--- src/rtl/riscv_fetch_pkg.sv ---
// Shared types and constants for the instruction fetch unit and its FIFO.
package riscv_fetch_pkg;

  localparam int XLEN    = 32;
  localparam int INSTR_W = 32;

  localparam logic [XLEN-1:0] PC_INCR = 32'd4;

  typedef enum logic [1:0] {
    IDLE = 2'd0,
    RUN  = 2'd1,
    HALT = 2'd2
  } fetch_state_t;

  // pc sits in the upper half so a packed entry reads {pc, instr}
  typedef struct packed {
    logic [XLEN-1:0]    pc;
    logic [INSTR_W-1:0] instr;
  } fetch_entry_t;

  localparam int ENTRY_W = XLEN + INSTR_W;

  function automatic logic [XLEN-1:0] align_pc(input logic [XLEN-1:0] target);
    return {target[XLEN-1:2], 2'b00};
  endfunction

endpackage

--- src/rtl/fetch_fifo.sv ---
// Synchronous FIFO with a registered head word; flush outranks push, and the
// head keeps its last value once the FIFO runs empty.
module fetch_fifo #(
  parameter int DEPTH = 2,
  parameter int WIDTH = 64
) (
  input  logic             clk,
  input  logic             rst_n,
  input  logic             push,
  input  logic             pop,
  input  logic             flush,
  input  logic [WIDTH-1:0] din,
  output logic [WIDTH-1:0] head,
  output logic             full,
  output logic             empty
);

  localparam int PW = $clog2(DEPTH);
  localparam int CW = $clog2(DEPTH + 1);

  logic [WIDTH-1:0] mem [DEPTH];
  logic [PW-1:0]    wr_ptr_q;
  logic [PW-1:0]    rd_ptr_q;
  logic [PW-1:0]    rd_ptr_inc;
  logic [CW-1:0]    count_q;
  logic [WIDTH-1:0] head_q;
  logic             do_pop;
  logic             do_push;

  assign full       = (count_q == CW'(DEPTH));
  assign empty      = (count_q == '0);
  assign do_pop     = pop && !empty;
  assign do_push    = push && (!full || do_pop);
  assign rd_ptr_inc = rd_ptr_q + PW'(1);
  assign head       = head_q;

  always_ff @(posedge clk) begin
    if (rst_n && !flush && do_push) begin
      mem[wr_ptr_q] <= din;
    end
  end

  always_ff @(posedge clk) begin
    if (!rst_n) begin
      wr_ptr_q <= '0;
      rd_ptr_q <= '0;
      count_q  <= '0;
      head_q   <= '0;
    end else if (flush) begin
      wr_ptr_q <= '0;
      rd_ptr_q <= '0;
      count_q  <= '0;
    end else begin
      if (do_push) begin
        wr_ptr_q <= wr_ptr_q + PW'(1);
      end
      if (do_pop) begin
        rd_ptr_q <= rd_ptr_inc;
      end
      if (do_push && !do_pop) begin
        count_q <= count_q + CW'(1);
      end else if (do_pop && !do_push) begin
        count_q <= count_q - CW'(1);
      end
      // The head tracks whichever entry will be oldest after this cycle.
      if (do_pop) begin
        if (count_q >= CW'(2)) begin
          head_q <= mem[rd_ptr_inc];
        end else if (do_push) begin
          head_q <= din;
        end
      end else if (do_push && empty) begin
        head_q <= din;
      end
    end
  end

endmodule

--- src/rtl/instruction_fetch_unit.sv ---
// Instruction fetch front end: owns the PC, reads the combinational ROM and
// queues {pc, instr} pairs for decode, honouring redirects and halt requests.
module instruction_fetch_unit
  import riscv_fetch_pkg::*;
#(
  parameter logic [31:0] RESET_PC = 32'h0000_0000,
  parameter int          DEPTH    = 2
) (
  input  logic        clk,
  input  logic        rst_n,
  output logic [31:0] imem_pc,
  input  logic [31:0] imem_instruction,
  output logic        out_valid,
  input  logic        out_ready,
  output logic [31:0] out_instr,
  output logic [31:0] out_pc,
  input  logic        redirect_valid,
  input  logic [31:0] redirect_pc,
  input  logic        halt_req,
  output logic        halted,
  output logic        misaligned
);

  localparam logic [1:0] S_IDLE = IDLE;
  localparam logic [1:0] S_RUN  = RUN;
  localparam logic [1:0] S_HALT = HALT;

  logic [1:0]         state_q;
  logic [1:0]         state_next;
  logic [XLEN-1:0]    pc_q;
  logic               misaligned_q;

  logic               redirect_take;
  logic               pop;
  logic               fetch;
  logic               fifo_full;
  logic               fifo_empty;
  fetch_entry_t       push_entry;
  logic [ENTRY_W-1:0] head_bits;
  fetch_entry_t       head_entry;

  assign redirect_take = redirect_valid && (state_q != S_IDLE);
  assign pop           = out_valid && out_ready;
  // A pop frees a slot in the same cycle, so a full FIFO keeps streaming.
  assign fetch         = (state_q == S_RUN) && !redirect_valid && (!fifo_full || pop);

  assign push_entry.pc    = pc_q;
  assign push_entry.instr = imem_instruction;

  fetch_fifo #(
    .DEPTH (DEPTH),
    .WIDTH (ENTRY_W)
  ) u_fifo (
    .clk   (clk),
    .rst_n (rst_n),
    .push  (fetch),
    .pop   (pop),
    .flush (redirect_take),
    .din   (push_entry),
    .head  (head_bits),
    .full  (fifo_full),
    .empty (fifo_empty)
  );

  assign head_entry = fetch_entry_t'(head_bits);

  assign imem_pc    = pc_q;
  assign out_valid  = !fifo_empty;
  assign out_pc     = head_entry.pc;
  assign out_instr  = head_entry.instr;
  assign halted     = (state_q == S_HALT);
  assign misaligned = misaligned_q;

  always_comb begin
    state_next = state_q;
    case (state_q)
      S_IDLE: state_next = S_RUN;
      S_RUN: begin
        if (halt_req && !redirect_valid) begin
          state_next = S_HALT;
        end
      end
      S_HALT: begin
        if (redirect_valid) begin
          state_next = S_RUN;
        end
      end
      default: state_next = S_IDLE;
    endcase
  end

  always_ff @(posedge clk) begin
    if (!rst_n) begin
      state_q      <= S_IDLE;
      pc_q         <= RESET_PC;
      misaligned_q <= 1'b0;
    end else begin
      state_q      <= state_next;
      misaligned_q <= redirect_take && (redirect_pc[1:0] != 2'b00);
      if (redirect_take) begin
        pc_q <= align_pc(redirect_pc);
      end else if (fetch) begin
        pc_q <= pc_q + PC_INCR;
      end
    end
  end

endmodule
--- config.mk ---
export PLATFORM = sky130hd
export DESIGN_NAME = instruction_fetch_unit
export DESIGN_NICKNAME = d
export VERILOG_FILES = /design/src/rtl/riscv_fetch_pkg.sv /design/src/rtl/fetch_fifo.sv /design/src/rtl/instruction_fetch_unit.sv
export SDC_FILE = /design/constraint.sdc
export NUM_CORES = 1
export LEC_CHECK = 0
export CAP_MARGIN = 20
export CORE_MARGIN = 2
export CORE_UTILIZATION = 35
export CTS_CLUSTER_SIZE = 25
export DETAILED_ROUTE_END_ITERATION = 8
export SYNTH_ARGS = -nofsm -noshare
export SYNTH_HDL_FRONTEND = slang
export SYNTH_HIERARCHICAL = 1
export SYNTH_SLANG_ARGS = --single-unit
--- constraint.sdc ---
create_clock -name clk -period 27.8 [get_ports clk]
set_input_delay 6.95 -clock clk [delete_from_list [all_inputs] [get_ports clk]]
set_output_delay 6.95 -clock clk [all_outputs]
set_load 0.05 [all_outputs]
==> impl_metrics.ini, run 1 <==
[setup_path]
arrival_ns = 10.35
r2r_start = u_fifo/count_q[1]$_SDFFE_PP0P_
cp-endpoint = u_fifo/head[11]$_SDFFE_PN0P_
r2r_cells = 11
path_cells = clkdlybuf4s50_1 > nor2b_4 > buf_4 > o21ai_1 > buf_4 > inv_2 > nor2_1 > nor3_4 > buf_16 > buf_4 > a22o_1
ff2ff_setup_slack_ns = 23.51
path_max_fanout = 74
startpoint = out_ready
crit_top_cell = buf_4
worstSetupStartpointType = primary input
crit_type = primary input to register
r2r_end = u_fifo/head[11]$_SDFFE_PN0P_
crit_required_ns = 28.25
end_kind = register
max_stage_delay_ns = 0.70
cp_slowest_cell = buf_4

[timing]
fin_worst_skew_ns = 0.0106
fin_tns_setup_ns = 0
period_share = 0.356
hold_viol = 0
slew_violations = 0
worst_slew_pin_slew_ns = 0.943
maxSlewHeadroom = 0.371
rsz0062_at_grt = false
fmax_ghz = 0.101
fin_hold_ws_ns = 0.478
finalSetupViolCount = 0
min_period_ns = 9.89

[clock_tree]
insertion_delay_ns = 0.52
cts_buffer_depth = 3
ctsResizeCount = 0
cts.sinks = 229
cts_tree = done
clk_pin_slew_ns = 0.06
root_buffer = clkbuf_16
cts_hold_buf = 0
htree_num_levels = 1
cts_buffers = 26
cts_post_setup_buffers_inserted = 0

[logic_synthesis]
ys_top_cells_by_count = a21oi_1, edfxtp_1, dfxtp_1
synthArstFlopShare = 0
synth_area_per_cell_sq_um = 12.2
synth_edf_count = 128
yosysMostFrequentCell = a21oi_1
seq_area_frac_synth = 0.621
netlist.area_leader.share = 0.407
ys.flop_type = edfxtp_1
ys_ff_latch = 229
synth.cell_area_sq_um = 9450
syn_inst = 777
ys_warn_count = 6
ys_types = 56
synth_top_cell_by_area = edfxtp_1
yosys-top-cells-area = edfxtp_1, dfxtp_1, a21oi_1

[placed_design]
dp_hpwl_mm = 15.0
place.gp.congestion = 0.742
portBuffers = 165

[power]
leakagePower_uw = 0.00415
seq_power_share = 0.463
p_int_uw = 626
switching_share = 0.240
switchingPower_uw = 198
combPwrFrac = 0.104
ir_drop_mv = 0.0354
p_per_area_nw_per_um2 = 67.1
p_clk_frac = 0.432

[floorplanning]
initial_core_util = 0.354
fp.dieW_um = 168
die-area_sq_um = 28300
dieHeight_um = 168
ios = 168
coreArea_sq_um = 26700
fp-row-count = 60

[outcome]
status = completed

[finish]
drive_gt1_frac = 0.0730
antenna_cells = 0
utilization = 0.460
fillers = 2432
final_nets = 996
area.growth.synth_to_final_pct = 30.0

[hold_path]
hold_path.class = register to register

[route]
drtIter0Drc = 481
remaining_drc_errors = 0
drtAntennaViolNets = 0
first_pass_iters = 5
wl_mm = 24.8
wl_per_cell_um = 19.3
avgViaCountPerCell = 5.35
vias = 6886

[global_route]
grt_pass1_wl_mm = 38.2
grt_max_degree = 77
track_usage = 0.169
overflow = 0
antenna_found_initial = 0
grt_pass1_vias = 6589

[job]
drv_cap = 0
-- per-layer routing --
| layer | GRT usage | part of all wire |
|---|---|---|
| met1 | 0.245 | 0.47 |
| met2 | 0.264 | 0.45 |
| met3 | 0.0291 | 0.057 |
| met4 | 0.0401 | 0.018 |
| met5 | 0 | 0 |
-- worst min path at each step --
stage                                      start                            to  cells past startpoint
global placement    u_fifo/head[52]$_SDFFE_PN0P_  u_fifo/head[52]$_SDFFE_PN0P_                      1
detailed placement  u_fifo/head[12]$_SDFFE_PN0P_  u_fifo/head[12]$_SDFFE_PN0P_                      1
floorplan           u_fifo/wr_ptr_q$_SDFFE_PP0N_  u_fifo/wr_ptr_q$_SDFFE_PP0N_                      2
finish              u_fifo/head[28]$_SDFFE_PN0P_  u_fifo/head[28]$_SDFFE_PN0P_                      1
global route        u_fifo/head[11]$_SDFFE_PN0P_  u_fifo/head[11]$_SDFFE_PN0P_                      1
CTS                 u_fifo/head[12]$_SDFFE_PN0P_  u_fifo/head[12]$_SDFFE_PN0P_                      1
-- sequential cells by signal (all words and copies together) (netlist names) --
signal / count
u_fifo/mem: 128
u_fifo/count_q: 2
u_fifo/wr_ptr_q: 1
imem_pc: 30
misaligned: 1
u_fifo/rd_ptr_q: 1
state_q: 2
u_fifo/head: 64
-- critical path, delay by kind of cell --
kind	cells	cell delay, ns
buf+inv	6	2.25
simple gates	3	0.78
compound gates	2	0.31
-- stage by stage --
stage	instance area, sq um	instances	total power [uW]	setup WS [ns]
after floorplan	9480	784	439	12.75
after global placement	11400	1238	474	17.05
after detailed placement	11400	1239	475	17.36
after CTS	12300	1286	833	17.90
after global routing	12300	1286	854	17.67
final	12300	1286	824	17.91
-- power groups by stage --
stage / combinational, uW / sequential [uW] / clock (uW)
2_1_floorplan: 30.2 / 409 / 0
3_3_place_gp: 84.7 / 389 / 0
3_5_place_dp: 85.8 / 389 / 0
4_1_cts: 86.1 / 382 / 365
5_1_grt: 91.4 / 384 / 379
6_report: 85.8 / 382 / 356
-- final cells by class --
cell class                 count  area (sq um)  area share
clock buffer                  37           753      0.0613
timing repair buffer         178          1770       0.144
clock inverter                10           151      0.0123
sequential                   229          5870       0.478
inverter                      10          37.5     0.00305
tap                          341           427      0.0347
multi-input combinational    481          3280       0.267
-- placed cells by master (no fill, tap or decap), drive strengths merged, types with 2 or more instances in the layout --
master / count
nor3b: 2
nor2: 15
o31a: 2
conb: 8
inv: 10
nand2: 27
clkdlybuf4s50: 165
a21oi: 146
nor2b: 5
clkbuf: 37
and4: 2
clkinv: 6
and2: 3
nor4: 8
nand3: 11
a22oi: 6
o311ai: 2
a22o: 66
edfxtp: 128
a31oi: 10
xnor2: 4
buf: 13
mux2: 4
nor3: 9
o21ai: 24
o211ai: 2
mux2i: 68
a211oi: 3
bufinv: 4
xor2: 6
nand2b: 3
dfxtp: 101
nand4: 13
or3: 7
and3: 12
-- kinds of logic after synthesis --
logic type / synth area share
fa+ha+maj: 0.00132
xor+xnor: 0.00927
other cells: 0.000397
simple gates: 0.0749
mux: 0.0768
compound gates: 0.178
buf+inv: 0.0389
flops: 0.621
Power figures use the tool's default switching activity.
==> run 2: changes to the inputs <==
Clock period 27.8 ns to 10.05 ns, I/O delays scaled along.
==> impl_metrics.ini, run 2 (synthesis gave the netlist of run 1 again) <==
[clock_tree]
htree_num_levels = 1
cts_buffers = 26
root_buffer = clkbuf_16
ctsResizeCount = 0
insertion_delay_ns = 0.52
cts_buffer_depth = 3
cts.sinks = 229
cts_tree = done
cts_hold_buf = 0
clk_pin_slew_ns = 0.06
cts_post_setup_buffers_inserted = 0

[route]
drtAntennaViolNets = 0
wl_mm = 24.6
wl_per_cell_um = 19.1
remaining_drc_errors = 0
first_pass_iters = 5
vias = 6807
avgViaCountPerCell = 5.29
drtIter0Drc = 431

[timing]
hold_viol = 0
fin_tns_setup_ns = 0
fin_worst_skew_ns = 0.0145
period_share = 0.515
min_period_ns = 5.18
fin_hold_ws_ns = 0.479
worst_slew_pin_slew_ns = 0.941
rsz0062_at_grt = false
finalSetupViolCount = 0
slew_violations = 0
fmax_ghz = 0.193
fin_ws_ns = 4.87
maxSlewHeadroom = 0.373

[global_route]
antenna_found_initial = 0
track_usage = 0.170
grt_max_degree = 77
grt_pass1_wl_mm = 38.3
grt_pass1_vias = 6646
overflow = 0

[floorplanning]
fp-row-count = 60
initial_core_util = 0.354
coreArea_sq_um = 26700
die-area_sq_um = 28300
dieHeight_um = 168
fp.dieW_um = 168
ios = 168

[setup_path]
end_kind = output pin
crit_type = register to output pin
cp_slowest_cell = dfxtp_4
max_stage_delay_ns = 0.97
worstSetupStartpointType = register
crit_required_ns = 7.54
arrival_ns = 2.66
startpoint = u_fifo/count_q[1]$_SDFFE_PP0P_
path_cells = nor2_1 > inv_1 > clkdlybuf4s50_1
r2r_start = u_fifo/count_q[1]$_SDFFE_PP0P_
path_max_fanout = 76

[power]
leakagePower_uw = 0.00413
p_per_area_nw_per_um2 = 182
ir_drop_mv = 0.0826

[finish]
antenna_cells = 0
area.growth.synth_to_final_pct = 29.7
fillers = 2448
top_register = u_fifo/mem
layout_commonest_cell = clkdlybuf4s50_1
final_nets = 996
drive_gt1_frac = 0.0719
largest_register_ffs = 128
layout_common_cells = clkdlybuf4s50_1, a21oi_1, edfxtp_1, dfxtp_1, mux2i_1

[placed_design]
dp_hpwl_mm = 14.6
place.gp.congestion = 0.772
pre_cts_ws_ns = 4.29
portBuffers = 165

[hold_path]
min_from = u_fifo/head[18]$_SDFFE_PN0P_
hold_path.class = register to register

[outcome]
status = completed

[job]
drv_cap = 0
==> run 2: changes by cell type in the layout (fill, tap and decap cells not counted), sizes merged <==
cell      previous run  this run
clkinvlp             0         1
clkinv               6         8
bufinv               4         2
==> run 2: per-layer routing <==
layer / routed length (um) / GRT usage / part of all wire / up-vias
met4: 258 / 0.0300 / 0.010 / 0
met3: 1460 / 0.0327 / 0.059 / 22
met2: 11100 / 0.272 / 0.45 / 221
met1: 11800 / 0.242 / 0.48 / 3304
li1: - / - / - / 3260
met5: 0 / 0 / 0 / -
==> run 2: cell type report <==
| type | count | area, sq um | share of cell area |
|---|---|---|---|
| Sequential cell | 229 | 5870 | 0.479 |
| Inverter | 10 | 37.5 | 0.00306 |
| Tap cell | 341 | 427 | 0.0348 |
| Clock buffer | 37 | 743 | 0.0606 |
| Timing Repair Buffer | 178 | 1770 | 0.144 |
| Multi-Input combinational cell | 481 | 3290 | 0.269 |
| Clock inverter | 11 | 119 | 0.00969 |
==> run 2: through the flow <==
| step | total power, uW | std cells | util | area (sq um) |
|---|---|---|---|---|
| floorplan | 1210 | 784 | - | 9490 |
| global placement | 1310 | 1237 | 0.425 | 11400 |
| detailed placement | 1310 | 1238 | 0.426 | 11400 |
| CTS | 2250 | 1286 | 0.459 | 12300 |
| global route | 2310 | 1287 | 0.459 | 12300 |
| finish | 2230 | 1287 | 0.459 | 12300 |
==> run 2: worst paths after layout <==
| path | cells after the start | slack [ns] | end |
|---|---|---|---|
| max reg2reg | 7 | 6.18 | u_fifo/head[60]$_SDFFE_PN0P_ |
| max | 3 | 4.87 | out_valid |
| min | 1 | 0.48 | u_fifo/head[18]$_SDFFE_PN0P_ |
| min reg2reg | 1 | 0.48 | u_fifo/head[18]$_SDFFE_PN0P_ |
==> run 2: worst max-delay path: cells and delay by family (launching register included) <==
family	cells	cell delay, ns
flip-flops	1	0.97
buffers and inverters	2	0.90
AND/OR/NAND/NOR	1	0.26
==> run 2: where the power goes <==
group          total (uW)  internal, uW  switching (uW)
combinational         238          89.3             148
sequential           1060          1020            34.7
clock                 934           567             367
